==> src/rtl/fpu_rs.sv <==
// Reservation station in front of the fpu execution unit: buffers issued ops, snoops the CDB,
// dispatches ready entries and broadcasts results. Optional macro: FPU_RS_EAGER_FREE_EN.
module fpu_rs #(
  parameter int unsigned RS_DEPTH    = 4,
  parameter int unsigned EU_CTL_LEN  = 4,
  parameter int unsigned EXCEPT_LEN  = 2,
  parameter int unsigned ROB_IDX_LEN = 5,
  parameter int unsigned XLEN        = 32
) (
  input  logic                         clk_i,
  input  logic                         rst_i,
  input  logic                         flush_i,
  input  logic                         issue_valid_i,
  output logic                         issue_ready_o,
  input  logic [EU_CTL_LEN-1:0]        issue_eu_ctl_i,
  input  logic                         issue_rs1_ready_i,
  input  logic [ROB_IDX_LEN-1:0]       issue_rs1_idx_i,
  input  logic [XLEN-1:0]              issue_rs1_value_i,
  input  logic                         issue_rs2_ready_i,
  input  logic [ROB_IDX_LEN-1:0]       issue_rs2_idx_i,
  input  logic [XLEN-1:0]              issue_rs2_value_i,
  input  logic [ROB_IDX_LEN-1:0]       issue_dest_idx_i,
  output logic                         eu_valid_o,
  input  logic                         eu_ready_i,
  output logic [EU_CTL_LEN-1:0]        eu_ctl_o,
  output logic [XLEN-1:0]              eu_rs1_o,
  output logic [XLEN-1:0]              eu_rs2_o,
  output logic [$clog2(RS_DEPTH)-1:0]  eu_entry_idx_o,
  input  logic                         eu_valid_i,
  output logic                         eu_ready_o,
  input  logic [$clog2(RS_DEPTH)-1:0]  eu_entry_idx_i,
  input  logic [XLEN-1:0]              eu_result_i,
  input  logic                         eu_except_raised_i,
  input  logic [EXCEPT_LEN-1:0]        eu_except_code_i,
  input  logic                         cdb_valid_i,
  input  logic [ROB_IDX_LEN-1:0]       cdb_idx_i,
  input  logic [XLEN-1:0]              cdb_data_i,
  output logic                         cdb_valid_o,
  input  logic                         cdb_ready_i,
  output logic [ROB_IDX_LEN-1:0]       cdb_idx_o,
  output logic [XLEN-1:0]              cdb_data_o,
  output logic                         cdb_except_raised_o,
  output logic [EXCEPT_LEN-1:0]        cdb_except_code_o
);

  localparam int unsigned IDX_W = $clog2(RS_DEPTH);

  typedef enum logic [2:0] {EMPTY, WAIT_OP, READY, EXEC, DONE} entry_state_t;

  entry_state_t           state_q   [RS_DEPTH];
  entry_state_t           state_d   [RS_DEPTH];
  logic [EU_CTL_LEN-1:0]  ctl_q     [RS_DEPTH];
  logic                   rs1_rdy_q [RS_DEPTH];
  logic                   rs2_rdy_q [RS_DEPTH];
  logic [ROB_IDX_LEN-1:0] rs1_idx_q [RS_DEPTH];
  logic [ROB_IDX_LEN-1:0] rs2_idx_q [RS_DEPTH];
  logic [XLEN-1:0]        rs1_val_q [RS_DEPTH];
  logic [XLEN-1:0]        rs2_val_q [RS_DEPTH];
  logic [ROB_IDX_LEN-1:0] dest_q    [RS_DEPTH];
  logic [XLEN-1:0]        res_q     [RS_DEPTH];
  logic                   exr_q     [RS_DEPTH];
  logic [EXCEPT_LEN-1:0]  exc_q     [RS_DEPTH];

  logic issue_we [RS_DEPTH];
  logic cap1     [RS_DEPTH];
  logic cap2     [RS_DEPTH];
  logic res_we   [RS_DEPTH];

  logic             any_empty, any_ready, any_done;
  logic [IDX_W-1:0] free_idx, rdy_idx, done_idx, alloc_idx;
  logic             issue_fire, eu_fire, cdb_fire;
  logic             iss_rs1_avail, iss_rs2_avail;
  logic [XLEN-1:0]  iss_rs1_val, iss_rs2_val;

  // Downward scan so the lowest matching index wins.
  always_comb begin
    any_empty = 1'b0;
    any_ready = 1'b0;
    any_done  = 1'b0;
    free_idx  = '0;
    rdy_idx   = '0;
    done_idx  = '0;
    for (int unsigned i = RS_DEPTH; i > 0; i--) begin
      if (state_q[i-1] == EMPTY) begin
        any_empty = 1'b1;
        free_idx  = IDX_W'(i-1);
      end
      if (state_q[i-1] == READY) begin
        any_ready = 1'b1;
        rdy_idx   = IDX_W'(i-1);
      end
      if (state_q[i-1] == DONE) begin
        any_done = 1'b1;
        done_idx = IDX_W'(i-1);
      end
    end
  end

  assign eu_valid_o  = any_ready;
  assign cdb_valid_o = any_done;
  assign eu_ready_o  = !rst_i;
  assign eu_fire     = eu_valid_o && eu_ready_i;
  assign cdb_fire    = cdb_valid_o && cdb_ready_i;

`ifdef FPU_RS_EAGER_FREE_EN
  // A full station may refill the DONE entry that the CDB is draining this cycle.
  assign issue_ready_o = any_empty || cdb_fire;
  assign alloc_idx     = any_empty ? free_idx : done_idx;
`else
  assign issue_ready_o = any_empty;
  assign alloc_idx     = free_idx;
`endif

  assign issue_fire    = issue_valid_i && issue_ready_o;
  assign iss_rs1_avail = issue_rs1_ready_i || (cdb_valid_i && (cdb_idx_i == issue_rs1_idx_i));
  assign iss_rs2_avail = issue_rs2_ready_i || (cdb_valid_i && (cdb_idx_i == issue_rs2_idx_i));
  assign iss_rs1_val   = issue_rs1_ready_i ? issue_rs1_value_i : cdb_data_i;
  assign iss_rs2_val   = issue_rs2_ready_i ? issue_rs2_value_i : cdb_data_i;

  always_comb begin
    for (int unsigned i = 0; i < RS_DEPTH; i++) begin
      state_d[i]  = state_q[i];
      issue_we[i] = 1'b0;
      cap1[i]     = 1'b0;
      cap2[i]     = 1'b0;
      res_we[i]   = 1'b0;
      case (state_q[i])
        WAIT_OP: begin
          cap1[i] = !rs1_rdy_q[i] && cdb_valid_i && (cdb_idx_i == rs1_idx_q[i]);
          cap2[i] = !rs2_rdy_q[i] && cdb_valid_i && (cdb_idx_i == rs2_idx_q[i]);
          if ((rs1_rdy_q[i] || cap1[i]) && (rs2_rdy_q[i] || cap2[i]))
            state_d[i] = READY;
        end
        READY:   if (eu_fire && (rdy_idx == IDX_W'(i))) state_d[i] = EXEC;
        EXEC: begin
          if (eu_valid_i && (eu_entry_idx_i == IDX_W'(i))) begin
            res_we[i]  = 1'b1;
            state_d[i] = DONE;
          end
        end
        DONE:    if (cdb_fire && (done_idx == IDX_W'(i))) state_d[i] = EMPTY;
        default: ;
      endcase
      if (issue_fire && (alloc_idx == IDX_W'(i))) begin
        issue_we[i] = 1'b1;
        state_d[i]  = (iss_rs1_avail && iss_rs2_avail) ? READY : WAIT_OP;
      end
      if (flush_i) begin
        state_d[i]  = EMPTY;
        issue_we[i] = 1'b0;
        cap1[i]     = 1'b0;
        cap2[i]     = 1'b0;
        res_we[i]   = 1'b0;
      end
    end
  end

  always_ff @(posedge clk_i) begin
    for (int unsigned i = 0; i < RS_DEPTH; i++) begin
      if (rst_i) state_q[i] <= EMPTY;
      else       state_q[i] <= state_d[i];
    end
  end

  always_ff @(posedge clk_i) begin
    for (int unsigned i = 0; i < RS_DEPTH; i++) begin
      if (issue_we[i]) begin
        ctl_q[i]     <= issue_eu_ctl_i;
        rs1_rdy_q[i] <= iss_rs1_avail;
        rs2_rdy_q[i] <= iss_rs2_avail;
        rs1_idx_q[i] <= issue_rs1_idx_i;
        rs2_idx_q[i] <= issue_rs2_idx_i;
        rs1_val_q[i] <= iss_rs1_val;
        rs2_val_q[i] <= iss_rs2_val;
        dest_q[i]    <= issue_dest_idx_i;
      end else begin
        if (cap1[i]) begin
          rs1_rdy_q[i] <= 1'b1;
          rs1_val_q[i] <= cdb_data_i;
        end
        if (cap2[i]) begin
          rs2_rdy_q[i] <= 1'b1;
          rs2_val_q[i] <= cdb_data_i;
        end
      end
      if (res_we[i]) begin
        res_q[i] <= eu_result_i;
        exr_q[i] <= eu_except_raised_i;
        exc_q[i] <= eu_except_code_i;
      end
    end
  end

  always_comb begin
    eu_ctl_o            = '0;
    eu_rs1_o            = '0;
    eu_rs2_o            = '0;
    eu_entry_idx_o      = '0;
    cdb_idx_o           = '0;
    cdb_data_o          = '0;
    cdb_except_raised_o = 1'b0;
    cdb_except_code_o   = '0;
    if (!rst_i && any_ready) begin
      eu_ctl_o       = ctl_q[rdy_idx];
      eu_rs1_o       = rs1_val_q[rdy_idx];
      eu_rs2_o       = rs2_val_q[rdy_idx];
      eu_entry_idx_o = rdy_idx;
    end
    if (!rst_i && any_done) begin
      cdb_idx_o           = dest_q[done_idx];
      cdb_data_o          = res_q[done_idx];
      cdb_except_raised_o = exr_q[done_idx];
      cdb_except_code_o   = exc_q[done_idx];
    end
  end

endmodule

==> config.mk <==
export PLATFORM = sky130hd
export DESIGN_NAME = fpu_rs
export DESIGN_NICKNAME = d
export VERILOG_FILES = /design/src/rtl/fpu_rs.sv
export SDC_FILE = /design/constraint.sdc
export NUM_CORES = 1
export LEC_CHECK = 0
export CAP_MARGIN = 20
export CORE_MARGIN = 8
export CORE_UTILIZATION = 40
export DETAILED_ROUTE_END_ITERATION = 10
export GPL_TIMING_DRIVEN = 0
export SETUP_SLACK_MARGIN = 0.1
export SYNTH_ARGS = -nofsm -noshare
export SYNTH_HDL_FRONTEND = slang
export SYNTH_SLANG_ARGS = --single-unit
==> constraint.sdc <==
create_clock -name clk_i -period 5.45 [get_ports clk_i]
set_input_delay 1.09 -clock clk_i [delete_from_list [all_inputs] [get_ports clk_i]]
set_output_delay 1.09 -clock clk_i [all_outputs]
set_load 0.1 [all_outputs]
# Word-level counts from Yosys, hierarchy flattened
# Memories as Yosys holds them, arrays and structs flattened.
# Index checks and enable logic that the tools add are counted.
# op_classes
bitwise_logic,20
magnitude_cmp,0
shift,0
n_mux,225
n_eq_ne,38
reduce_logical,92
div,0
n_addsub,0
mul,0
# op_table
op,count
32-bit two-way mux,16
1-bit two-way mux,124
32-bit OR reduction,3
3-bit two-way mux,28
2-bit two-way mux,39
5-bit == test,10
5-bit two-way mux,10
3-bit one-hot mux with 4 select lines,4
5-bit OR reduction,9
1-bit logical AND,44
3-bit by 2-bit == test with 1-bit output (second input constant),8
1-bit OR,20
2-bit == test (second input constant),8
4-bit two-way mux,4
3-bit by 1-bit == test with 1-bit output (second input constant),4
3-bit == test (second input constant),4
3-bit zero test,4
4-bit OR reduction,3
1-bit logical OR,10
1-bit zero test,9
2-bit by 1-bit == test with 1-bit output (second input constant),4
2-bit zero test,4
2-bit OR reduction,3
1-bit OR reduction,3
# totals
in_bits,167
romBits,0
ff_bits,0
latchBits,0
ramBits,492
memories,12
# mem_list
name,depth,width,read_ports,rd_clocked_by_memory_dff,write_ports,line_no,text
res_q,4,32,1,0,1,60,logic [XLEN-1:0] res_q [RS_DEPTH];
rs1_val_q,4,32,1,0,4,57,logic [XLEN-1:0] rs1_val_q [RS_DEPTH];
rs2_val_q,4,32,1,0,4,58,logic [XLEN-1:0] rs2_val_q [RS_DEPTH];
dest_q,4,5,1,0,1,59,logic [ROB_IDX_LEN-1:0] dest_q [RS_DEPTH];
rs1_idx_q,4,5,4,0,1,55,logic [ROB_IDX_LEN-1:0] rs1_idx_q [RS_DEPTH];
rs2_idx_q,4,5,4,0,1,56,logic [ROB_IDX_LEN-1:0] rs2_idx_q [RS_DEPTH];
+6 memories,--,--,--,--,--,--,

# Logic depth before layout (Yosys ltp)
# Gate-level depths: netlist of the first run.
# depth
depth_word,15
ltp_mapped,9

# Least setup slack after synthesis of the first run
# No wires, ideal clock.
# synth_timing
kind,in2reg
from,input eu_entry_idx_i[0]
to,memory exc_q[2][0] (enable)
path_buffers,0
arrival_time_ns,5.008
setup_ns,0.528
required_ns,4.922
slack_ns,-0.085
stages,2
cell_sequence,nand4b_1 nor4b_1
# synth_rtl
item,line_no,text
from (decl),31,"input logic [$clog2(RS_DEPTH)-1:0] eu_entry_idx_i,"
to (decl),62,logic [EXCEPT_LEN-1:0] exc_q [RS_DEPTH];

==> impl_metrics.csv, run 1 <==
group,metric,value,unit
outcome,outcome,"complete, no violations",
clock_network,cts_setup_buffers,0,
synthesis,synth_top_area_share,66.1,%
timing,worst_slew_pin_slew,1.12,ns
die,io_pins,281,
power,switching_share,22.0,%
synthesis,synth.largest_area_cell,"edfxtp_1",
route,vias,14189,
route,first_iter_violations,1703,
timing,holdWs,0.547,ns
global_route,overflow,0,
timing,rsz0062_at_grt,"no",
global_route,grt_start_max_net_pins,28,
power,p_per_area,308,nW/um2
global_route,grt_usage,19.8,%
setup_path,r2r_slack,2.62,ns
timing,post-route-min-period,5.28,ns
timing,tns,0,ns
route,vias_per_cell,5.65,
global_route,antenna_found_initial,22,
finish,drive_above_1_share,24.4,%
synthesis,synthCells,1414,
placement,portBuffers,275,
clock_network,htree_levels,2,
synthesis,yosys.cell_types.count,56,
clock_network,clk_latency,0.61,ns
synthesis,synth.top_cells.by_area,"edfxtp_1 66%, mux2_2 12%, a222oi_1 5.0%",
route,wire_per_inst,25.6,um
power,power.switching,1.87,mW
power,finalPower,8.50,mW
die,die_h,249,um
hold_path,worst_hold_path_type,"register to register",
die,rows,85,
die,dieArea,62000,um2
clock_network,cts_sinks,492,
finish,nets,1933,
synthesis,avgSynthCellArea,15.4,um2
power,clockPowerShare,42.5,%
synthesis,ys_seq_area_share,67.4,%
setup_path,required,4.36,ns
setup_path,criticalPathCategory,"register to output port",
power,ir_drop,311,uV
finish,area_delta_synth_final,27.2,%
synthesis,netlist_top_cells_count,"478 x edfxtp_1, 226 x mux2_2, 150 x nand2_1, 121 x a21oi_1, 108 x a222oi_1",
timing,timing.fmax,189,MHz
clock_network,cts_tree,"done",
clock_network,hold_buffers,0,
die,initial_utilization,40.4,%
placement,dpl_cell_area,25800,um2
die,die_w,249,um
clock_network,clock_path_buffers,3,
synthesis,synth.most_common_cell,"edfxtp_1",
power,internal-power,6.62,mW
placement,routabilityCongestion,0.830,
global_route,first_global_vias,14659,
global_route,grt_first_pass_wirelength,94700,um
finish,stdcell_area,27600,um2
die,coreArea,53700,um2
power,p_seq_share,49.8,%
timing,finalClockSkew,0.0305,ns
clock_network,clkTransAtPathRegs,0.06,ns
route,drc,0,
hold_path,whs_path_depth,2,
clock_network,cts-root-buf,"clkbuf_16",
clock_network,cts_buffers,53,
route,antenna_left,0,
synthesis,async_flop_share,0,%
synthesis,ys_warn_count,0,
power,combPwrFrac,7.7,%
flow_run,maxCapViolCount,0,
timing,fin_crit_sh,96.9,%
setup_path,critPathArrivalTime,4.19,ns
timing,slew_headroom,25.0,%
synthesis,synth-edff-count,478,
setup_path,crit_path_max_fanout,10,
setup_path,setup.worst_path.end_class,"output port",
timing,hold_viol,0,
route,drt_wl_total,64300,um
route,firstDrtPassIters,9,
setup_path,setup.worst_path.start_class,"register",
placement,pre_cts_ws,-0.236,ns
synthesis,syn_area,21700,um2
synthesis,ys_seq_elements,492,
power,cellLeakagePower,9.47,nW
timing,slew_viol_final,0,
timing,setup_ws,0.167,ns
timing,setup_viol,0,
synthesis,synth_flop_cell,"edfxtp_1",
clock_network,postCtsResizedCells,86,
setup_path,ff2ff_path_depth,6,
placement,hpwlAfterDp,44800,um
synthesis,syn-num-nets,1581,
==> critical path: stages, from the launching register on <==
cell,delay (ns)
dfxtp_1,0.49
or3b_1,0.47
nor2_1,0.66
clkbuf_1,0.53
a222oi_1,0.19
a21oi_1,0.33
dlygate4sd2_1,0.91
==> cell families after synthesis <==
kind of cell,synth area share [%]
flip-flops,67.4
multiplexers,13.8
AND/OR/NAND/NOR,5.34
buffers and inverters,2.28
XOR/XNOR,2.05
AO/OA/AOI/OAI,9.12
==> metrics by stage <==
stage	util (%)	cells
floorplan	-	1414
global placement	47.2	2385
detailed placement	48.1	2406
CTS	51.3	2503
global route	51.4	2506
finish	51.4	2511
==> sequential cells by signal, indices dropped and copies added, names as in the netlist <==
name       cells
res_q        128
rs1_val_q    128
rs2_val_q    128
dest_q        20
rs1_idx_q     20
rs2_idx_q     20
ctl_q         16
state_q       12
exc_q          8
exr_q          4
rs1_rdy_q      4
rs2_rdy_q      4
==> path summary, 6_finish.rpt <==
kind | startpoint | endpoint
hold reg to reg | state_q[1][0]$_SDFFE_PP0P_ | state_q[1][1]$_SDFFE_PP0P_
setup / recovery | state_q[1][1]$_SDFFE_PP0P_ | eu_rs1_o[0]
hold / removal | state_q[1][0]$_SDFFE_PP0P_ | state_q[1][1]$_SDFFE_PP0P_
setup reg to reg | rs2_idx_q[1][0]$_DFFE_PP_ | rs2_val_q[1][26]$_DFFE_PP_
==> power groups by stage <==
stage / registers [mW] / clock network (mW) / logic [mW]
finish: 4.23 / 3.61 / 0.654
global route: 4.23 / 3.80 / 0.694
CTS: 4.23 / 3.67 / 0.657
detailed placement: 4.31 / 0 / 0.657
global placement: 4.32 / 0 / 0.628
floorplan: 4.31 / 0 / 0.358
==> layout make-up <==
cell class,instances,area (um2)
Tap cell,696,871
Sequential cell,492,14600
Fill cell,4488,26100
Buffer,92,474
Antenna cell,7,17.5
Timing Repair Buffer,297,3150
Clock inverter,36,388
Inverter,6,22.5
Clock buffer,61,1360
Multi-Input combinational cell,824,6700
==> layout by cell type, fill, tap and decap left out, drive strengths merged, types with 21 or more instances in the layout <==
cell type / netlist / final
dlygate4sd2: 0 / 40
edfxtp: 478 / 478
clkdlybuf4s50: 0 / 194
xor2: 22 / 22
dlymetal6s2s: 0 / 21
buf: 40 / 62
a222oi: 108 / 108
mux2: 256 / 256
nor2: 22 / 22
clkbuf: 52 / 121
nand2: 151 / 151
a21oi: 121 / 121
clkinv: 0 / 24
xnor2: 28 / 28
==> routing by layer <==
layer | track usage, % | share of wire [%] | up-vias
met5 | 0 | 0.22 | -
met4 | 4.54 | 1.5 | 22
met1 | 25.7 | 42 | 7100
met2 | 32.2 | 47 | 570
li1 | - | - | 6410
met3 | 6.46 | 9.1 | 87
Note: power is estimated with default switching activity, not from simulation.
==> run 2, diff against run 1 <==
--- a/config.mk
+++ b/config.mk
@@ -11,6 +11,8 @@
 export DETAILED_ROUTE_END_ITERATION = 10
 export GPL_TIMING_DRIVEN = 0
 export SETUP_SLACK_MARGIN = 0.1
+export SKIP_CTS_REPAIR_TIMING = 1
+export SLEW_MARGIN = 20
 export SYNTH_ARGS = -nofsm -noshare
 export SYNTH_HDL_FRONTEND = slang
 export SYNTH_SLANG_ARGS = --single-unit
==> run 2 against run 1 <==
Net effect: hold slack better by 0.0062 ns; fmax is 1.1% higher; clock-buffer cell count increased by 1; clock power grew 4%; combinational power up 1%; critical path type unchanged; critical endpoint is now eu_rs1_o[29]; largest cell class unchanged; highest routed layer unchanged.
==> impl_metrics.csv, run 2 (synthesis gave the netlist of run 1 again) <==
group,metric,value,unit
hold_path,hold_path_startpoint,"state_q[1][0]$_SDFFE_PP0P_",
setup_path,critPathArrivalTime,4.14,ns
setup_path,r2r_slack,2.52,ns
hold_path,whs_path_depth,2,
setup_path,criticalPathCategory,"register to output port",
global_route,grt_first_pass_wirelength,95000,um
placement,routabilityCongestion,0.830,
setup_path,crit_family,"buffers and inverters",
finish,reg_top3,"res_q x128, rs1_val_q x128, rs2_val_q x128",
clock_network,cts_sinks,492,
timing,rsz0062_at_grt,"no",
timing,slew_headroom,23.4,%
die,initial_utilization,40.4,%
setup_path,worstSetupPathDepth,8,
timing,fin_crit_sh,95.9,%
finish,drive_above_1_share,24.7,%
outcome,outcome,"complete, no violations",
setup_path,crit_path_max_fanout,10,
global_route,overflow,0,
timing,finalClockSkew,0.0259,ns
setup_path,setup.worst_path.start_class,"register",
placement,hpwlAfterDp,45000,um
die,io_pins,281,
route,firstDrtPassIters,8,
flow_run,maxCapViolCount,0,
setup_path,required,4.36,ns
power,ir_drop,276,uV
finish,layout_commonest_cell,"edfxtp_1",
route,first_iter_violations,1366,
clock_network,cts_tree,"done",
power,cellLeakagePower,10.1,nW
timing,hold_viol,0,
placement,dp_cells,2411,
finish,nets,1937,
hold_path,worst_hold_path_type,"register to register",
global_route,grt_usage,20.0,%
finish,instances_no_fill,2518,
setup_path,crit_buf_inv,3,
die,coreArea,53700,um2
route,antenna_left,0,
clock_network,clk_latency,0.62,ns
die,dieArea,62000,um2
timing,worst_slew_pin_slew,1.15,ns
timing,holdWs,0.553,ns
global_route,first_global_vias,14778,
timing,slew_viol_final,0,
route,drc,0,
route,wire_per_inst,25.5,um
setup_path,worstReg2RegStart,"state_q[0][2]$_SDFFE_PP0P_",
clock_network,cts_buffers,53,
clock_network,cts-root-buf,"clkbuf_16",
timing,timing.fmax,191,MHz
route,drt_wl_total,64200,um
setup_path,setup.worst_path.end_class,"output port",
clock_network,htree_levels,2,
route,vias_per_cell,5.66,
setup_path,r2r-end,"rs2_rdy_q[2]$_DFF_P_",
setup_path,cp_slowest_cell,"nor2_1",
global_route,antenna_found_initial,21,
timing,post-route-min-period,5.23,ns
setup_path,crit_chain,"or3b_1 > nand2b_1 > nor2_1 > buf_2 > clkbuf_1 > a222oi_1 > a21oi_1 > clkbuf_2",
die,die_w,249,um
placement,portBuffers,275,
finish,area_delta_synth_final,28.5,%
finish,mostFrequentLayoutCells,"478 x edfxtp_1, 226 x mux2_2, 197 x clkdlybuf4s50_1",
clock_network,clkTransAtPathRegs,0.06,ns
die,die_h,249,um
route,vias,14241,
global_route,grt_start_max_net_pins,24,
setup_path,ff2ff_path_depth,7,
power,finalPower,8.67,mW
clock_network,clock_path_buffers,3,
timing,setup_viol,0,
power,p_per_area,311,nW/um2
setup_path,max_stage_delay,0.64,ns
die,rows,85,
hold_path,holdPathEnd,"state_q[1][1]$_SDFFE_PP0P_",
## run 2: worst max path at each step
stage                                          start                    endpoint  slack, ns
after global placement                 issue_valid_i  rs1_val_q[3][14]$_DFFE_PP_      -2.55
after CTS                 state_q[1][1]$_SDFFE_PP0P_                eu_rs1_o[27]      -0.57
after detailed placement                       rst_i                eu_rs1_o[27]      -0.22
final                     state_q[1][2]$_SDFFE_PP0P_                eu_rs1_o[29]       0.22
after global routing      state_q[2][1]$_SDFFE_PP0P_              cdb_data_o[30]       0.10
after floorplan                                rst_i                 eu_ctl_o[0]       0.50
## run 2: worst reg2reg max path, cell delays in order, from the launching register on
cell and delay, ns:
dfxtp_1 0.29, buf_2 0.16, nor3_1 0.43, nor3b_1 0.21, nand3_1 0.23, clkinv_1 0.84
nor3b_1 0.52, a21oi_1 0.09
## run 2: where the power goes
group          internal (mW)  total (mW)  leakage (nW)  switching (mW)
registers               4.22        4.23          4.44          0.0154
clock network           2.23        3.77         0.894            1.54
logic                  0.331       0.663          4.75           0.332
## run 2: cell type report
cell class,instances,area (um2)
antenna,8,20.0
buffer,92,475
clock buffer,62,1360
clock inverter,37,470
fill,4459,25800
inverter,6,22.5
multi-input combinational,824,6710
sequential,492,14600
tap,696,871
timing repair buffer,301,3330
## run 2: metal layers
layer	global-route usage [%]	routed length, um	part of all wire, %
met2	32.3	30300	47
met1	25.5	26800	42
met3	6.83	5740	8.9
met4	5.33	1320	2.0
met5	0	146	0.23
## run 2: metrics by stage
stage | cell area (um2) | util [%] | TNS [ns] | worst slack [ns]
after floorplan | 21700 | - | 0 | 0.499
after global placement | 25300 | 47.2 | -518.81 | -2.55
after detailed placement | 26000 | 48.4 | -2.26 | -0.221
after CTS | 27800 | 51.8 | -10.71 | -0.574
after global routing | 27900 | 51.9 | 0 | 0.105
final | 27900 | 51.9 | 0 | 0.224
==> run 3, diff against run 2 <==
--- a/config.mk
+++ b/config.mk
@@ -8,6 +8,7 @@
 export CAP_MARGIN = 20
 export CORE_MARGIN = 8
 export CORE_UTILIZATION = 40
+export CTS_BUF_LIST = sky130_fd_sc_hd__clkbuf_8
 export DETAILED_ROUTE_END_ITERATION = 10
 export GPL_TIMING_DRIVEN = 0
 export SETUP_SLACK_MARGIN = 0.1
==> run 3 against run 2 <==
Net effect: clock-buffer cell count up 22; sequential power is essentially flat; critical endpoint is now eu_rs1_o[27]; critical path type unchanged; routed wire length up 0.87%; core utilization fell by 0.80 points.
==> impl_metrics.csv, run 3 (synthesis gave the netlist of run 1 again) <==
group,metric,value,unit
outcome,outcome,"complete, no violations",
timing,timing.fmax,190,MHz
global_route,grt_first_pass_wirelength,95200,um
clock_network,clock_path_buffers,3,
setup_path,critPathArrivalTime,4.17,ns
power,switching_share,23.6,%
timing,worst_slew_pin_slew,1.14,ns
hold_path,worst_hold_path_type,"register to register",
die,initial_utilization,40.4,%
timing,rsz0062_at_grt,"yes",
route,first_iter_violations,1335,
die,dieArea,62000,um2
timing,post-route-min-period,5.26,ns
power,combPwrFrac,8.4,%
finish,utilization,51.1,%
die,die_h,249,um
clock_network,cts-root-buf,"clkbuf_8",
placement,hpwlAfterDp,45000,um
clock_network,clkTransAtPathRegs,0.06,ns
flow_run,maxCapViolCount,0,
global_route,overflow,0,
finish,drive_above_1_share,25.9,%
clock_network,cts_buffers,84,
timing,finalClockSkew,0.0299,ns
power,clockPowerShare,37.7,%
finish,area_delta_synth_final,26.5,%
finish,nets,1968,
power,cellLeakagePower,10.1,nW
clock_network,cts_sinks,492,
clock_network,cts_tree,"done",
power,p_per_area,286,nW/um2
setup_path,criticalPathCategory,"register to output port",
die,io_pins,281,
timing,setup_viol,0,
power,internal-power,6.00,mW
route,wire_per_inst,25.2,um
timing,hold_viol,0,
route,vias_per_cell,5.61,
global_route,grt_usage,20.1,%
setup_path,crit_path_max_fanout,10,
route,firstDrtPassIters,10,
die,rows,85,
setup_path,setup.worst_path.end_class,"output port",
finish,mostFrequentLayoutCells,"478 x edfxtp_1, 226 x mux2_2, 184 x clkdlybuf4s50_1",
global_route,antenna_found_initial,22,
setup_path,setup.worst_path.start_class,"register",
route,drt_wl_total,64800,um
timing,holdWs,0.554,ns
placement,routabilityCongestion,0.830,
power,p_seq_share,53.9,%
route,antenna_left,0,
setup_path,r2r_slack,2.45,ns
global_route,first_global_vias,15107,
clock_network,clk_latency,0.67,ns
timing,fin_crit_sh,96.5,%
timing,slew_viol_final,0,
global_route,grt_start_max_net_pins,24,
power,ir_drop,218,uV
die,coreArea,53700,um2
finish,layout_commonest_cell,"edfxtp_1",
route,vias,14411,
clock_network,htree_levels,3,
route,drc,0,
placement,portBuffers,275,
finish,reg_top3,"res_q x128, rs1_val_q x128, rs2_val_q x128",
power,power.switching,1.86,mW
setup_path,required,4.36,ns
timing,slew_headroom,23.9,%
die,die_w,249,um
## run 3: worst paths after layout
kind | startpoint | cells after the start | to
worst max-delay path | state_q[1][2]$_SDFFE_PP0P_ | 8 | eu_rs1_o[27]
worst min-delay path | state_q[1][0]$_SDFFE_PP0P_ | 2 | state_q[1][1]$_SDFFE_PP0P_
worst max register to register | state_q[0][2]$_SDFFE_PP0P_ | 7 | rs2_rdy_q[2]$_DFF_P_
worst min register to register | state_q[1][0]$_SDFFE_PP0P_ | 2 | state_q[1][1]$_SDFFE_PP0P_
## run 3: critical path, stage by stage, from the launching register on
cell and delay (ns):
dfxtp_1 0.45, or3b_1 0.24, nand2b_1 0.15, nor2_1 0.65, buf_2 0.46, clkbuf_1 0.52, a222oi_1 0.18, a21oi_1 0.32
clkbuf_2 0.52
## run 3: per-stage QoR
| step | TNS (ns) | setup slack (ns) | power [mW] | cell area, um2 | cells |
|---|---|---|---|---|---|
| 2_1_floorplan | 0 | 0.499 | 4.67 | 21700 | 1414 |
| 3_3_place_gp | -518.81 | -2.55 | 4.95 | 25300 | 2385 |
| 3_5_place_dp | -2.26 | -0.221 | 4.98 | 26000 | 2411 |
| 4_1_cts | -15.25 | -0.662 | 7.94 | 27500 | 2559 |
| 5_1_grt | 0 | 0.0499 | 8.12 | 27500 | 2564 |
| 6_report | 0 | 0.191 | 7.85 | 27500 | 2567 |
## run 3: routing by layer
metal / wire length (um) / part of all wire, % / global-route usage, %
met5: 139 / 0.21 / 0.713
met4: 1380 / 2.1 / 5.74
met3: 6000 / 9.3 / 7.72
met2: 30600 / 47 / 32.4
met1: 26600 / 41 / 24.9
## run 3: area by class of cell
| class | instances | area [um2] |
|---|---|---|
| antenna | 8 | 20.0 |
| buffer | 92 | 474 |
| clock buffer | 84 | 1160 |
| clock inverter | 64 | 302 |
| fill | 4563 | 26200 |
| inverter | 6 | 22.5 |
| multi-input combinational | 824 | 6710 |
| sequential | 492 | 14600 |
| tap | 696 | 871 |
| timing repair buffer | 301 | 3280 |
## run 3: power groups by stage
stage	registers (mW)	clock network, mW	logic (mW)
2_1_floorplan	4.31	0	0.358
3_3_place_gp	4.32	0	0.628
3_5_place_dp	4.31	0	0.665
4_1_cts	4.23	3.04	0.669
5_1_grt	4.24	3.18	0.702
6_report	4.24	2.96	0.661
